File: src/rtl/mop_sum_ctrl.sv
// Multi-operand summing controller: a job of num_ops operands arrives as
// ceil(num_ops/2) beats of operand pairs, the pairs are summed into one
// accumulator, and the total is held on a valid/ready result port.
module mop_sum_ctrl #(
    parameter int unsigned W  = 16,
    parameter int unsigned NW = 8,
    parameter int unsigned AW = W + NW
) (
    input  logic          clk,
    input  logic          rst_n,
    input  logic          start,
    input  logic [NW-1:0] num_ops,
    input  logic          clear,
    input  logic          in_valid,
    output logic          in_ready,
    input  logic [W-1:0]  in_a,
    input  logic [W-1:0]  in_b,
    output logic          out_valid,
    input  logic          out_ready,
    output logic [AW-1:0] out_sum,
    output logic          busy,
    output logic          err
);

    typedef enum logic [1:0] {
        StIdle = 2'd0,
        StAcc  = 2'd1,
        StDone = 2'd2
    } state_e;

    state_e        state_q, state_d;
    logic [AW-1:0] acc_q, acc_d;
    logic [NW-1:0] rem_q, rem_d;
    logic          err_q, err_d;

    // Decoded events used by both the FSM and the datapath
    logic          job_start;
    logic          job_reject;
    logic          beat;
    logic          last_beat;
    logic          drain;
    logic [AW-1:0] opnd_a;
    logic [AW-1:0] opnd_b;

    // Event decode: start only counts in idle, beats only in accumulate
    always_comb begin
        job_start  = (state_q == StIdle) && start && (num_ops != '0);
        job_reject = (state_q == StIdle) && start && (num_ops == '0);
        beat       = (state_q == StAcc) && in_valid;
        // rem of 1 or 2 means this beat carries the final operand(s)
        last_beat  = beat && (rem_q <= NW'(2));
        drain      = (state_q == StDone) && out_ready;
        opnd_a     = AW'(in_a);
        // An odd job's final beat carries only one real operand
        opnd_b     = (rem_q == NW'(1)) ? '0 : AW'(in_b);
    end

    // State register
    always_ff @(posedge clk or negedge rst_n) begin
        if (!rst_n) begin
            state_q <= StIdle;
        end else begin
            state_q <= state_d;
        end
    end

    // Next-state logic; clear overrides every other transition
    always_comb begin
        state_d = state_q;
        if (clear) begin
            state_d = StIdle;
        end else begin
            unique case (state_q)
                StIdle: if (job_start) state_d = StAcc;
                StAcc:  if (last_beat) state_d = StDone;
                StDone: if (drain)     state_d = StIdle;
                default:               state_d = StIdle;
            endcase
        end
    end

    // Output decode: all outputs come from state or registers only
    always_comb begin
        in_ready  = (state_q == StAcc);
        out_valid = (state_q == StDone);
        busy      = (state_q != StIdle);
        out_sum   = (state_q == StDone) ? acc_q : '0;
        err       = err_q;
    end

    // Datapath next state: accumulator, remaining-operand count, error pulse
    always_comb begin
        acc_d = acc_q;
        rem_d = rem_q;
        err_d = 1'b0;
        if (clear) begin
            acc_d = '0;
            rem_d = '0;
        end else if (job_start) begin
            acc_d = '0;
            rem_d = num_ops;
        end else if (job_reject) begin
            err_d = 1'b1;
        end else if (beat) begin
            // Single three-operand add; AW is wide enough that it never wraps
            acc_d = acc_q + opnd_a + opnd_b;
            rem_d = last_beat ? '0 : rem_q - NW'(2);
        end
    end

    // Datapath registers
    always_ff @(posedge clk or negedge rst_n) begin
        if (!rst_n) begin
            acc_q <= '0;
            rem_q <= '0;
            err_q <= 1'b0;
        end else begin
            acc_q <= acc_d;
            rem_q <= rem_d;
            err_q <= err_d;
        end
    end

endmodule
File: config.mk
export PLATFORM = sky130hd
export DESIGN_NAME = mop_sum_ctrl
export DESIGN_NICKNAME = d
export VERILOG_FILES = /design/src/rtl/mop_sum_ctrl.sv
export SDC_FILE = /design/constraint.sdc
export NUM_CORES = 1
export LEC_CHECK = 0
export BUFFER_PORTS_ARGS = -buffer_cell sky130_fd_sc_hd__buf_2
export CORE_UTILIZATION = 30
export DETAILED_ROUTE_END_ITERATION = 6
export RECOVER_POWER = 100
export SLEW_MARGIN = 20
export SYNTH_ARGS = -nofsm -noshare
export SYNTH_HDL_FRONTEND = slang
export SYNTH_SLANG_ARGS = --single-unit
File: constraint.sdc
create_clock -name clk -period 4.55 [get_ports clk]
set_input_delay 0.455 -clock clk [delete_from_list [all_inputs] [get_ports clk]]
set_output_delay 0.455 -clock clk [all_outputs]
set_load 0.1 [all_outputs]
==> results of run 1 <==
==> final cells by class <==
| class | instances | share of cell area [%] |
|---|---|---|
| Clock buffer | 6 | 2.25 |
| Tap cell | 133 | 4.54 |
| Multi-Input combinational cell | 294 | 58.5 |
| Inverter | 5 | 0.512 |
| Clock inverter | 2 | 0.956 |
| Sequential cell | 35 | 23.9 |
| Timing Repair Buffer | 75 | 9.39 |
==> how the worst max path moves through the flow <==
| stage | end | cells after the start |
|---|---|---|
| final | acc_q[23] | 12 |
| after global routing | acc_q[23] | 12 |
| after CTS | acc_q[21] | 13 |
| after detailed placement | acc_q[21] | 13 |
| after global placement | acc_q[21] | 13 |
| after floorplan | acc_q[13] | 12 |
==> through the flow <==
stage               hold WS [ps]  util (%)
global route                 444      37.0
detailed placement           518      36.3
floorplan                    159         -
finish                       436      37.0
CTS                          297      37.5
global placement             493      36.3
==> critical path: stages, from the launching register on <==
cell     delay (ps)
dfrtp_1         420
nor4_1          480
nand3_1         220
buf_4           240
and2_0          180
fa_1            440
ha_1            420
a21o_1          200
a31oi_1          70
o21ai_0         430
a31oi_1         230
or4_1           530
a21oi_1         150
==> sequential cells by signal (all words and copies together), names as in the netlist <==
signal and cells:
state_q 2, rem_q 8, acc_q 24, err 1
==> power groups by stage <==
stage | logic (mW) | registers, mW | clock network (mW)
2_1_floorplan | 0.406 | 0.360 | 0
3_3_place_gp | 0.527 | 0.366 | 0
3_5_place_dp | 0.531 | 0.367 | 0
4_1_cts | 0.536 | 0.361 | 0.303
5_1_grt | 0.594 | 0.365 | 0.314
6_report | 0.534 | 0.360 | 0.297
==> cell families (layout without fill, tap and decap cells) <==
kind of cell / count (synthesis) / after routing
AOI/OAI and AO/OA: 98 / 98
buffers and inverters: 17 / 88
and+or+nand+nor: 146 / 146
muxes: 4 / 4
adders and majority gates: 34 / 34
DFF: 35 / 35
xor gates and xnor gates: 12 / 12
==> cells in the mapped netlist (all sizes together) (3+ instances only) <==
cell type / count
a21boi: 3
a21o: 10
a21oi: 33
a22o: 3
a22oi: 5
a31oi: 6
and2: 42
clkbuf: 10
dfrtp: 35
fa: 17
ha: 17
inv: 5
mux2i: 3
nand2: 42
nand2b: 3
nand3: 7
nand4: 7
nor2: 12
nor2b: 3
nor3: 6
nor4: 4
o21ai: 18
o21bai: 3
or2: 3
or3: 8
xnor2: 7
xor2: 5
==> per-layer routing <==
metal / vias to the layer above / track usage (%) / wire length [um]
li1: 1387 / - / -
met1: 1391 / 22.1 / 4040
met2: 76 / 25.8 / 3940
met3: 10 / 2.08 / 335
met4: 0 / 3.78 / 129
met5: - / 0 / 0
==> metrics.cfg, run 1 <==
[placement]
gp_congestion=0.857
dpl_cell_area_mm2=0.00360
dp_cells=542
dpl.hpwl_um=6300
place_ws_ps=562
portBuffers=73

[power_and_ir_drop]
p_switching_mw=0.470
total_power_mw=1.19
intPower_mw=0.720
peakVddDrop_mv=0.145
clock_power_share_pct=24.9
leakage_nw=1.64
swShare_pct=39.5
p_seq_share_pct=30.2
p_comb_share_pct=44.8
power_density_mw_per_mm2=325

[critical_path]
rrSetupSlack_ps=460
required_ps=4750
crit_arrival_ps=4290
startpoint=rem_q[6]
cp_max_fo=14
reg2reg_from=rem_q[6]
r2r-end=acc_q[23]
start_kind=flop
ff2ff_path_depth=12
crit_type=flop to flop
cp-end-kind=flop

[timing]
fin_ws_ps=462
final_hold_viol_count=0
setup_viol=0
fin_skew_ps=9.38
period_share_pct=89.8
fin_setup_tns_ps=0
slew_viol_final=36
period_needed_ps=4090
grt_setup_unrepaired=no
clock.fmax_ghz=0.245
relSlewSlack_pct=-33.2
tightestPinTransition_ps=2000

[logic_synthesis]
synth_edf_count=0
synth_fa_ha_area_share_pct=17.8
syn_inst=346
synth-compound-area-share_pct=20.4
synthSimpleGateAreaFrac_pct=26.6
yosys-top-cells-area=dfrtp_1 28%, fa_1 11%, and2_1 8.5%
synthMuxAreaShare_pct=1.33
yosysWarningCount=0
avgSynthCellArea_um2=8.98
syn-cell-area_mm2=0.00311
synth_seq_cells=35
synth_seq_area_share_pct=28.2
synthXorXnorAreaFrac_pct=3.38
synth_nets=426
synth_top_family_by_area=simple AND/OR/NAND/NOR gates
yosysUniqueCellTypes=58
yosysTopAreaCell=dfrtp_1
synth-async-reset-ratio_pct=100
yosysTopAreaCellShare_pct=28.2
synth_ff_type=dfrtp_1

[clock_network]
post_cts_buffers=0
holdBufCountCts=0
cts.sinks=35
cts_buffer_depth=2
cts_resized=0
cts_max_level=2
cts_tree=yes
insertion_delay_ps=290
path_clk_slew_ps=70
cts_root_buffer=clkbuf_8
cts_made_buffers=5

[layout]
diodes=0
area_growth_pct=18.0
num-fill-cells=1045
final_cell_count_no_fill=550
nNetsFinal=496
layout_commonest_cell=buf_2
seqCellArea_um2=876
final_cell_mix=44 x buf_2, 42 x nand2_1, 40 x and2_1
drive_gt1_share_pct=14.4
multi_input_area_mm2=0.00214
final_area_mm2=0.00367

[floorplanning]
die_h_um=104
rows=36
ios=74
coreArea_mm2=0.00991
die_w_um=104
start_util_pct=31.4
dieArea_mm2=0.0108

[global_route]
grt_pass1_vias=2690
grt_max_degree=36
grt_antenna_before_repair=0
grt_pass1_wl_um=13800
grt_util_all_layers_pct=15.8
overflow=0

[detailed_routing]
ant_nets=0
dr.pass1.iters=4
wl_um=8440
drc_errors=0
wire_per_inst_um=15.4
vias_per_cell=5.21
num_vias=2864
drt_iter0_drc=163

[min_path]
holdPathEnd=state_q[1]
hold_path_class=input port to flop
hold_path_startpoint=out_ready
hold_depth=3

[job]
drv_cap=1

[run_status]
outcome=finished, violations left
violations=max-capacitance violations, max-slew violations

No activity file was read; power rests on OpenSTA's default activity.
==> inputs of run 2 (changes only) <==
--- a/config.mk
+++ b/config.mk
@@ -6,8 +6,10 @@
 export NUM_CORES = 1
 export LEC_CHECK = 0
 export BUFFER_PORTS_ARGS = -buffer_cell sky130_fd_sc_hd__buf_2
+export CORE_ASPECT_RATIO = 1.2
 export CORE_UTILIZATION = 30
 export DETAILED_ROUTE_END_ITERATION = 6
+export PLACE_DENSITY_LB_ADDON = 0.12
 export RECOVER_POWER = 100
 export SLEW_MARGIN = 20
 export SYNTH_ARGS = -nofsm -noshare
==> run 2 against run 1 <==
Worst setup slack got worse by 120 ps. The flow still finishes with violations (max-capacitance violations, max-slew violations). Sequential share of layout area decreased by 0.30 points. Clock power is 26% higher. Highest routed layer unchanged.
==> metrics.cfg, run 2 (synthesized netlist as in run 1, its figures left out) <==
[detailed_routing]
drt_iter0_drc=130  ; -20%
wire_per_inst_um=16.1  ; +4.8%
ant_nets=0  ; unchanged
dr.pass1.iters=4  ; unchanged
num_vias=2800  ; -2.2%
drc_errors=0  ; unchanged
vias_per_cell=5.14  ; -1.3%
wl_um=8770  ; +3.9%

[timing]
relSlewSlack_pct=-38.7  ; -5.4 points
tightestPinTransition_ps=2080  ; +81.2 ps
fin_skew_ps=4.21  ; -5.17 ps
period_share_pct=92.5  ; +2.7 points
final_hold_viol_count=0  ; unchanged
grt_setup_unrepaired=no
period_needed_ps=4210  ; +122 ps
fin_setup_tns_ps=0  ; unchanged
clock.fmax_ghz=0.238  ; -2.9%
fin_ws_ps=340  ; -122 ps
setup_viol=0  ; unchanged
slew_viol_final=36  ; unchanged

[clock_network]
insertion_delay_ps=280  ; about the same
cts_max_level=2  ; unchanged
holdBufCountCts=0  ; unchanged
post_cts_buffers=0  ; unchanged
cts_made_buffers=5  ; unchanged
path_clk_slew_ps=60  ; about the same
cts_root_buffer=clkbuf_16
cts_tree=yes
cts_buffer_depth=2  ; unchanged
cts.sinks=35  ; unchanged

[placement]
place_ws_ps=284  ; -278 ps
portBuffers=73  ; unchanged
dpl.hpwl_um=6520  ; +3.5%
gp_congestion=0.857  ; about the same

[global_route]
grt_pass1_wl_um=14400  ; +4.6%
grt_antenna_before_repair=0  ; unchanged
overflow=0  ; unchanged
grt_max_degree=36  ; unchanged
grt_util_all_layers_pct=17.4  ; +1.7 points
grt_pass1_vias=2932  ; +9.0%

[layout]
top_register=acc_q
layout_commonest_cell=buf_2
num-fill-cells=1049  ; +0.38%
drive_gt1_share_pct=14.6  ; +0.17 points
area_growth_pct=19.4
utilization_pct=36.9  ; -0.092 points
largest_reg_flops=24  ; unchanged
top_regs=acc_q x24, rem_q x8, state_q x2
final_cell_mix=44 x buf_2, 42 x nand2_1, 39 x and2_1
diodes=0  ; unchanged
nNetsFinal=498  ; +0.40%

[critical_path]
crit_arrival_ps=4400  ; +110 ps
r2r-end=acc_q[23]
startpoint=rem_q[6]
cp_max_fo=9  ; -5
required_ps=4740  ; about the same
crit_type=flop to flop
start_kind=flop
rrSetupSlack_ps=340  ; -120 ps
ff2ff_path_depth=12  ; unchanged
cp-end-kind=flop
reg2reg_from=rem_q[6]
cp-endpoint=acc_q[23]

[floorplanning]
die_h_um=114  ; +9.4%
rows=40  ; +11%
dieArea_mm2=0.0108  ; about the same
die_w_um=94.9  ; -8.5%
ios=74  ; unchanged
start_util_pct=30.9  ; -0.47 points
coreArea_mm2=0.0101  ; +1.5%

[min_path]
hold_path_class=input port to flop

[power_and_ir_drop]
leakage_nw=1.66  ; +1.3%
peakVddDrop_mv=0.184  ; +27%
power_density_mw_per_mm2=343  ; +5.6%

[run_status]
violations=max-capacitance violations, max-slew violations
outcome=finished, violations left

[job]
drv_cap=1  ; unchanged

## run 2: worst min-delay path by stage
stage / start / to / depth (start not counted)
after detailed placement: rem_q[7] / rem_q[7] / 2
after global placement: rem_q[7] / rem_q[7] / 2
after floorplan: rst_n / acc_q[0] / 0
after CTS: rst_n / acc_q[0] / 1
after global routing: clear / rem_q[0] / 2
final: num_ops[0] / rem_q[0] / 3
## run 2: cell type report
type	count	area [um2]	area share, %
clock buffer	8	156	4.21
inverter	5	18.8	0.506
multi-input combinational	294	2150	57.9
sequential	35	876	23.6
tap	126	158	4.25
timing repair buffer	77	355	9.57
## run 2: layer usage
layer  track usage, %  up-vias  routed length [um]
met5                0        -                   0
met4             6.87        0                 235
li1                 -     1396                   -
met2             29.7       71                4200
met3             2.13       14                 341
met1             22.2     1319                3990
## run 2: what timing repair did
| item | CTS | global route |
|---|---|---|
| setup endpoints to repair | 0 | 5 |
| endpoints found under the hold margin | 0 | 0 |
| gates resized for setup | 0 | 1 |
## run 2: metrics by stage
step	power (mW)	instances	hold slack, ps	instance area [um2]
final	1.27	545	498	3710
after global routing	1.36	545	515	3710
after CTS	1.29	545	333	3770
after detailed placement	0.911	537	525	3610
after global placement	0.911	537	496	3610
after floorplan	0.766	346	159	3110
## run 2: power breakdown
group          internal [mW]  total (mW)  switching [mW]
Clock                  0.234       0.373           0.139
Sequential             0.335       0.361          0.0262
Combinational          0.214       0.539           0.326
## run 2: critical path: stages (launching register included)
cell and delay [ps]:
dfrtp_1 410, nor4_1 490, nand3_2 340, buf_4 260, and2_0 170, fa_1 450, ha_1 400, and4_1 240
nand2_1 50, o21ai_0 380, a31oi_1 230, or4_1 540, a21oi_1 150
